<file path="src/rtl/fetch_pkg.sv">
// rtl/fetch_pkg.sv - shared types and instruction field positions for the fetch/issue slice
package fetch_pkg;

  localparam int INSTR_W = 32;

  localparam int OP_MSB      = 31;
  localparam int OP_LSB      = 30;
  localparam int RD_MSB      = 29;
  localparam int RD_LSB      = 25;
  localparam int OP3_MSB     = 24;
  localparam int OP3_LSB     = 19;
  localparam int RS1_MSB     = 18;
  localparam int RS1_LSB     = 14;
  localparam int IMM_SEL_MSB = 13;
  localparam int IMM_SEL_LSB = 13;
  localparam int SIMM13_MSB  = 12;
  localparam int SIMM13_LSB  = 0;
  localparam int RS2_MSB     = 4;
  localparam int RS2_LSB     = 0;

  typedef enum logic [1:0] {
    ST_IDLE,
    ST_FETCH,
    ST_WAIT,
    ST_ISSUE
  } fetch_state_t;

endpackage

</file>
<file path="src/rtl/fetch_issue_if.sv">
// rtl/fetch_issue_if.sv - instruction-memory and issue/redirect signals of the fetch stage
interface fetch_issue_if;
  import fetch_pkg::*;

  logic                            imem_req;
  logic [31:0]                     imem_addr;
  logic                            imem_rvalid;
  logic [INSTR_W-1:0]              imem_rdata;
  logic                            issue_valid;
  logic                            issue_ready;
  logic [OP_MSB-OP_LSB:0]          op;
  logic [OP3_MSB-OP3_LSB:0]        op3;
  logic [RD_MSB-RD_LSB:0]          rd;
  logic [RS1_MSB-RS1_LSB:0]        rs1;
  logic [RS2_MSB-RS2_LSB:0]        rs2;
  logic                            imm_sel;
  logic [SIMM13_MSB-SIMM13_LSB:0]  simm13;
  logic [31:0]                     pc_out;
  logic                            branch_taken;
  logic [31:0]                     branch_target;

  modport master (
    output imem_req, imem_addr, issue_valid,
    output op, op3, rd, rs1, rs2, imm_sel, simm13, pc_out,
    input  imem_rvalid, imem_rdata, issue_ready, branch_taken, branch_target
  );

  modport slave (
    input  imem_req, imem_addr, issue_valid,
    input  op, op3, rd, rs1, rs2, imm_sel, simm13, pc_out,
    output imem_rvalid, imem_rdata, issue_ready, branch_taken, branch_target
  );

endinterface

</file>
<file path="src/rtl/instr_split.sv">
// rtl/instr_split.sv - combinational split of an instruction word into decode fields
module instr_split
  import fetch_pkg::*;
(
  input  logic [INSTR_W-1:0]             instr,
  output logic [OP_MSB-OP_LSB:0]         op,
  output logic [OP3_MSB-OP3_LSB:0]       op3,
  output logic [RD_MSB-RD_LSB:0]         rd,
  output logic [RS1_MSB-RS1_LSB:0]       rs1,
  output logic [RS2_MSB-RS2_LSB:0]       rs2,
  output logic                           imm_sel,
  output logic [SIMM13_MSB-SIMM13_LSB:0] simm13
);

  assign op      = instr[OP_MSB:OP_LSB];
  assign op3     = instr[OP3_MSB:OP3_LSB];
  assign rd      = instr[RD_MSB:RD_LSB];
  assign rs1     = instr[RS1_MSB:RS1_LSB];
  assign rs2     = instr[RS2_MSB:RS2_LSB];
  assign imm_sel = instr[IMM_SEL_MSB];
  assign simm13  = instr[SIMM13_MSB:SIMM13_LSB];

endmodule

</file>
<file path="src/rtl/fetch_issue.sv">
// rtl/fetch_issue.sv - fetch/issue stage with SPARC delayed branch; FETCH_ISSUE_ALIGN_CHK_EN adds misaligned-target trap
module fetch_issue
  import fetch_pkg::*;
#(
  parameter logic [31:0] RESET_PC = 32'h0000_0000,
  parameter logic [31:0] PC_STEP  = 32'd4
) (
  input  logic          clk,
  input  logic          rst,
  fetch_issue_if.master bus
`ifdef FETCH_ISSUE_ALIGN_CHK_EN
  ,
  output logic          misalign_trap
`endif
);

  fetch_state_t       state, state_nxt;
  logic [31:0]        pc, npc;
  logic [INSTR_W-1:0] ir;
  logic               issuing;
  logic               handshake;

  assign issuing   = (state == ST_ISSUE);
  assign handshake = issuing && bus.issue_ready;

`ifdef FETCH_ISSUE_ALIGN_CHK_EN
  logic trap_q;
  logic misaligned;
  assign misaligned    = handshake && bus.branch_taken && (bus.branch_target[1:0] != 2'b00);
  assign misalign_trap = trap_q;
`else
  logic unused_tgt_bits;
  assign unused_tgt_bits = &{1'b0, bus.branch_target[1:0]};
`endif

  always_ff @(posedge clk) begin
    if (rst) begin
      state <= ST_IDLE;
      pc    <= RESET_PC;
      npc   <= RESET_PC + PC_STEP;
      ir    <= '0;
`ifdef FETCH_ISSUE_ALIGN_CHK_EN
      trap_q <= 1'b0;
`endif
    end else begin
      state <= state_nxt;
      if (state == ST_WAIT && bus.imem_rvalid) begin
        ir <= bus.imem_rdata;
      end
      // Delayed branch: the old nPC always issues next; the target only reaches nPC.
      if (handshake) begin
        pc  <= npc;
        npc <= bus.branch_taken ? {bus.branch_target[31:2], 2'b00} : npc + PC_STEP;
      end
`ifdef FETCH_ISSUE_ALIGN_CHK_EN
      if (misaligned) begin
        trap_q <= 1'b1;
      end
`endif
    end
  end

  always_comb begin
    state_nxt       = state;
    bus.imem_req    = 1'b0;
    bus.imem_addr   = '0;
    bus.issue_valid = 1'b0;
    case (state)
      ST_IDLE: begin
`ifdef FETCH_ISSUE_ALIGN_CHK_EN
        if (!trap_q) state_nxt = ST_FETCH;
`else
        state_nxt = ST_FETCH;
`endif
      end
      ST_FETCH: begin
        bus.imem_req  = 1'b1;
        bus.imem_addr = pc;
        state_nxt     = ST_WAIT;
      end
      ST_WAIT: begin
        if (bus.imem_rvalid) state_nxt = ST_ISSUE;
      end
      ST_ISSUE: begin
        bus.issue_valid = 1'b1;
        if (bus.issue_ready) begin
`ifdef FETCH_ISSUE_ALIGN_CHK_EN
          state_nxt = misaligned ? ST_IDLE : ST_FETCH;
`else
          state_nxt = ST_FETCH;
`endif
        end
      end
      default: state_nxt = ST_IDLE;
    endcase
  end

  // Fields read as zero outside ISSUE even though ir keeps the last word.
  instr_split u_split (
    .instr   (issuing ? ir : '0),
    .op      (bus.op),
    .op3     (bus.op3),
    .rd      (bus.rd),
    .rs1     (bus.rs1),
    .rs2     (bus.rs2),
    .imm_sel (bus.imm_sel),
    .simm13  (bus.simm13)
  );

  assign bus.pc_out = issuing ? pc : '0;

endmodule

</file>
<file path="src/flat_wrapper.sv">
// flat-port wrapper written by rule: the top's interface ports become plain ports
module fetch_issue_flat import fetch_pkg::*;
#(
  parameter logic [31:0] RESET_PC = 32'h0000_0000,
  parameter logic [31:0] PC_STEP  = 32'd4
)
  (clk, rst, bus_imem_req, bus_imem_addr, bus_issue_valid, bus_op, bus_op3, bus_rd, bus_rs1, bus_rs2, bus_imm_sel, bus_simm13, bus_pc_out, bus_imem_rvalid, bus_imem_rdata, bus_issue_ready, bus_branch_taken, bus_branch_target);
  fetch_issue_if bus_i ();
  input  logic clk;
  input  logic rst;
  output wire logic [$bits(bus_i.imem_req)-1:0] bus_imem_req;
  output wire logic [$bits(bus_i.imem_addr)-1:0] bus_imem_addr;
  output wire logic [$bits(bus_i.issue_valid)-1:0] bus_issue_valid;
  output wire logic [$bits(bus_i.op)-1:0] bus_op;
  output wire logic [$bits(bus_i.op3)-1:0] bus_op3;
  output wire logic [$bits(bus_i.rd)-1:0] bus_rd;
  output wire logic [$bits(bus_i.rs1)-1:0] bus_rs1;
  output wire logic [$bits(bus_i.rs2)-1:0] bus_rs2;
  output wire logic [$bits(bus_i.imm_sel)-1:0] bus_imm_sel;
  output wire logic [$bits(bus_i.simm13)-1:0] bus_simm13;
  output wire logic [$bits(bus_i.pc_out)-1:0] bus_pc_out;
  input wire logic [$bits(bus_i.imem_rvalid)-1:0] bus_imem_rvalid;
  input wire logic [$bits(bus_i.imem_rdata)-1:0] bus_imem_rdata;
  input wire logic [$bits(bus_i.issue_ready)-1:0] bus_issue_ready;
  input wire logic [$bits(bus_i.branch_taken)-1:0] bus_branch_taken;
  input wire logic [$bits(bus_i.branch_target)-1:0] bus_branch_target;
  assign bus_imem_req = bus_i.imem_req;
  assign bus_imem_addr = bus_i.imem_addr;
  assign bus_issue_valid = bus_i.issue_valid;
  assign bus_op = bus_i.op;
  assign bus_op3 = bus_i.op3;
  assign bus_rd = bus_i.rd;
  assign bus_rs1 = bus_i.rs1;
  assign bus_rs2 = bus_i.rs2;
  assign bus_imm_sel = bus_i.imm_sel;
  assign bus_simm13 = bus_i.simm13;
  assign bus_pc_out = bus_i.pc_out;
  assign bus_i.imem_rvalid = bus_imem_rvalid;
  assign bus_i.imem_rdata = bus_imem_rdata;
  assign bus_i.issue_ready = bus_issue_ready;
  assign bus_i.branch_taken = bus_branch_taken;
  assign bus_i.branch_target = bus_branch_target;
  fetch_issue #(.RESET_PC(RESET_PC), .PC_STEP(PC_STEP)) u_core (.clk(clk), .rst(rst), .bus(bus_i));
endmodule
</file>
<file path="config.mk">
export PLATFORM = sky130hd
export DESIGN_NAME = fetch_issue_flat
export DESIGN_NICKNAME = d
export VERILOG_FILES = /design/src/rtl/fetch_pkg.sv /design/src/rtl/fetch_issue_if.sv /design/src/rtl/instr_split.sv /design/src/rtl/fetch_issue.sv /design/src/flat_wrapper.sv
export SDC_FILE = /design/constraint.sdc
export NUM_CORES = 1
export LEC_CHECK = 0
export ABC_AREA = 1
export CORE_ASPECT_RATIO = 1.2
export CORE_MARGIN = 1.5
export CORE_UTILIZATION = 43
export CTS_BUF_LIST = sky130_fd_sc_hd__clkbuf_2
export CTS_CLUSTER_SIZE = 12
export DETAILED_ROUTE_END_ITERATION = 10
export PLACE_DENSITY = 0.88
export SLEW_MARGIN = 20
export SYNTH_ARGS = -nofsm -noshare
export SYNTH_HDL_FRONTEND = slang
export SYNTH_SLANG_ARGS = --single-unit
</file>
<file path="constraint.sdc">
create_clock -name clk -period 1.7 [get_ports clk]
set_clock_uncertainty 0.15 [all_clocks]
set_input_delay 0.255 -clock clk [delete_from_list [all_inputs] [get_ports clk]]
set_output_delay 0.255 -clock clk [all_outputs]
set_load 0.02 [all_outputs]
</file>
==> impl_metrics.yaml <==
yosys:
  synth_top_area_share_pct: 35.94
  synth_area_sq_um: 5236
  synthTopCellsByCount: "nand2_1, nor2_1, inv_1"
  synth-seq-cells: 94
  yosys.area_share.simple_pct: 34.53
  synth_compound_area_share_pct: 14.19
  yosysMostFrequentCell: "nand2_1"
  yosysWarnings: 0
  synth-edff-count: 0
  synth-seq-area-share_pct: 35.94
  synth_cell_types: 32
  synth_top_area_cell: "dfxtp_1"
  synth_mux_area_share_pct: 0
  synth-xor-area-share_pct: 0
  synthTopCellsByArea: "dfxtp_1, nand2_1, nor2_1"
  syn_inst: 842
  syn_avg_cell_area_sq_um: 6.219
  synth_top_family_by_area: "simple AND/OR/NAND/NOR gates"
  synth_fa_ha_area_share_pct: 1.195
  async_reset_ff_share_pct: 0
  synth_ff_type: "dfxtp_1"
route:
  drt_iter0_drc: 586
  drt-wirelength-per-cell_microns: 16.14
  drt.antenna.violating_nets: 0
  dr.pass1.iters: 5
  vias: 6463
  wl_microns: 19560
  drc: 0
  vias_per_cell: 5.333
power:
  leakage_nw: 4.088
  ir_worst_vdd_v: 0.0004357
  p_per_area_nw_per_um2: 755.9
setup_path:
  crit_required_ps: 1290
  crit_arrival_ps: 1740
  crit_type: "reg -> out"
  cp-end-kind: "output pin"
  rr_worst_depth: 11
  cp-start-kind: "flip-flop"
  crit_path_max_fanout: 11
final_layout:
  num-nets-final: 1124
  diodes: 0
  drive_gt1_share_pct: 36.59
  syn2layout_area_growth_pct: 64.99
  final_cells: 1212
global_routing:
  grt_use_met1_pct: 29.57
  gr-max-usage-layer: "met2"
  grt_pass1_wl_microns: 24830
  globalRouteMet2Util_pct: 43.92
  overflow: 0
  grt_pass1_vias: 5234
  antenna_found_initial: 0
  grt_usage_pct: 24.03
  globalRouteMet3Util_pct: 3.087
  grt_max_degree: 41
place:
  dpl.hpwl_microns: 11780
  port_buffers: 165
  place_inst: 1165
  gp_congestion: 0.9161
die:
  num_io_pins: 172
  initial_core_util_pct: 44.64
  die_h_microns: 123.9
  row_count: 43
  core_area_sq_um: 11730
  dieArea_sq_um: 12850
  die_w_microns: 103.7
sta:
  period_share_pct: 126.5
  rsz0062_at_grt: "true"
  finalMaxSlewViolations: 0
  holdWs_ps: 43.86
  period_minus_slack_ps: 2150
  hold_viol_final: 0
  fin_ws_ps: -449.7
  fmax_mhz: 465.2
  setup_viol: 161
  tns_ps: -50790
worst_hold_path:
  hp-class: "in -> reg"
  holdPathStages: 3
clocking:
  cts_tree: "built"
  hold_buffers: 0
  cts_sinks: 94
  clock_path_buffers: 2
  numCtsBuffers: 9
  clock-root-buffer: "clkbuf_2"
  clk_latency_ps: 610
  htreeDepth: 3
  clk_pin_slew_worst_paths_ps: 290
status:
  status: "finished with violations"
  violations: "setup timing"
flow_run:
  cap_violations: 0
==> metrics by stage <==
stage	cell area, sq um	power (mW)	utilization [%]	setup slack (ps)
floorplan	5264	3.646	-	35.53
global placement	7348	4.430	62.65	-229.4
detailed placement	7348	4.483	62.65	-256.3
CTS	7475	5.628	63.73	-536.6
global route	8640	6.828	73.66	-520.9
finish	8640	6.531	73.66	-449.7
==> registers in the layout, indices dropped and copies added, names as in the netlist <==
register,cells
u_core.ir,32
u_core.npc,30
u_core.pc,30
u_core.state,2
==> layout make-up <==
| type | count | area [sq um] |
|---|---|---|
| fillers | 806 | 3089 |
| repair buffers | 247 | 2776 |
| inverters | 126 | 485.5 |
| well taps | 157 | 196.4 |
| repair inverters | 1 | 11.26 |
| flip-flops and latches | 94 | 1889 |
| clock buffers | 9 | 45.04 |
| multi-input cells | 571 | 3171 |
| clock inverters | 7 | 65.06 |
==> worst paths after layout <==
kind,endpoint,from,slack (ps)
worst max-delay path,bus_imem_addr[18],u_core.state[1]$_SDFFE_PP0P_,-450
worst min-delay path,u_core.npc[12]$_SDFFE_PP0N_,bus_branch_target[12],40
worst max register to register,u_core.npc[15]$_SDFFE_PP0N_,u_core.state[0]$_SDFFE_PP0P_,-330
worst min register to register,u_core.ir[22]$_SDFFE_PP0P_,u_core.ir[22]$_SDFFE_PP0P_,360
==> cell families (layout without fill, tap and decap cells) <==
family / after synthesis / after routing
other cells: 1 / 4
buf+inv: 180 / 390
simple gates: 427 / 427
flops: 94 / 94
fa+ha+maj: 5 / 5
compound gates: 135 / 135
==> metal layers <==
| metal | part of all wire, % | vias to the layer above |
|---|---|---|
| met3 | 6.7 | 82 |
| met4 | 4.2 | 0 |
| li1 | - | 3007 |
| met2 | 51 | 354 |
| met5 | 0 | - |
| met1 | 38 | 3020 |
==> power by group <==
part / switching, mW / internal (mW)
combinational: 1.33 / 1.32
clock: 0.898 / 0.237
sequential: 0.260 / 2.49
==> layout by cell type (no fill, tap or decap), types with 3 or more instances in the layout <==
cell               n
nand2_2           35
o21ai_2           14
ha_1               3
a21oi_1           11
nor2_4            24
nand2_4           13
nor3_1             3
conb_1             4
a21oi_2           28
o21ai_1            4
nand2_1          166
nor2_2            19
nor2_1           116
buf_2              5
dfxtp_1           92
nand3_1           40
inv_1             85
clkbuf_2           9
nand4_1            3
or2_4              3
buf_8              6
clkbuf_16         11
buf_4             54
inv_8              3
a32oi_1            3
o211a_1            3
buf_6             85
inv_6              3
clkdlybuf4s50_1   66
inv_2             39
clkdlybuf4s15_2    6
a31oi_1           10
buf_12            12
o21ai_0           55
==> worst max-delay path, cell delays in order (launching register included) <==
cell     delay (ps)
dfxtp_4         430
inv_2            70
ha_4            210
buf_12          160
nand2_1          70
inv_1            90
buf_6           120
==> what timing repair did <==
action,in CTS,in global routing
setup endpoints to repair,144,161
gates resized for setup,415,368
pin swaps,0,76
cloned,1,20
buffers inserted,2,8
Power figures use the tool's default switching activity.
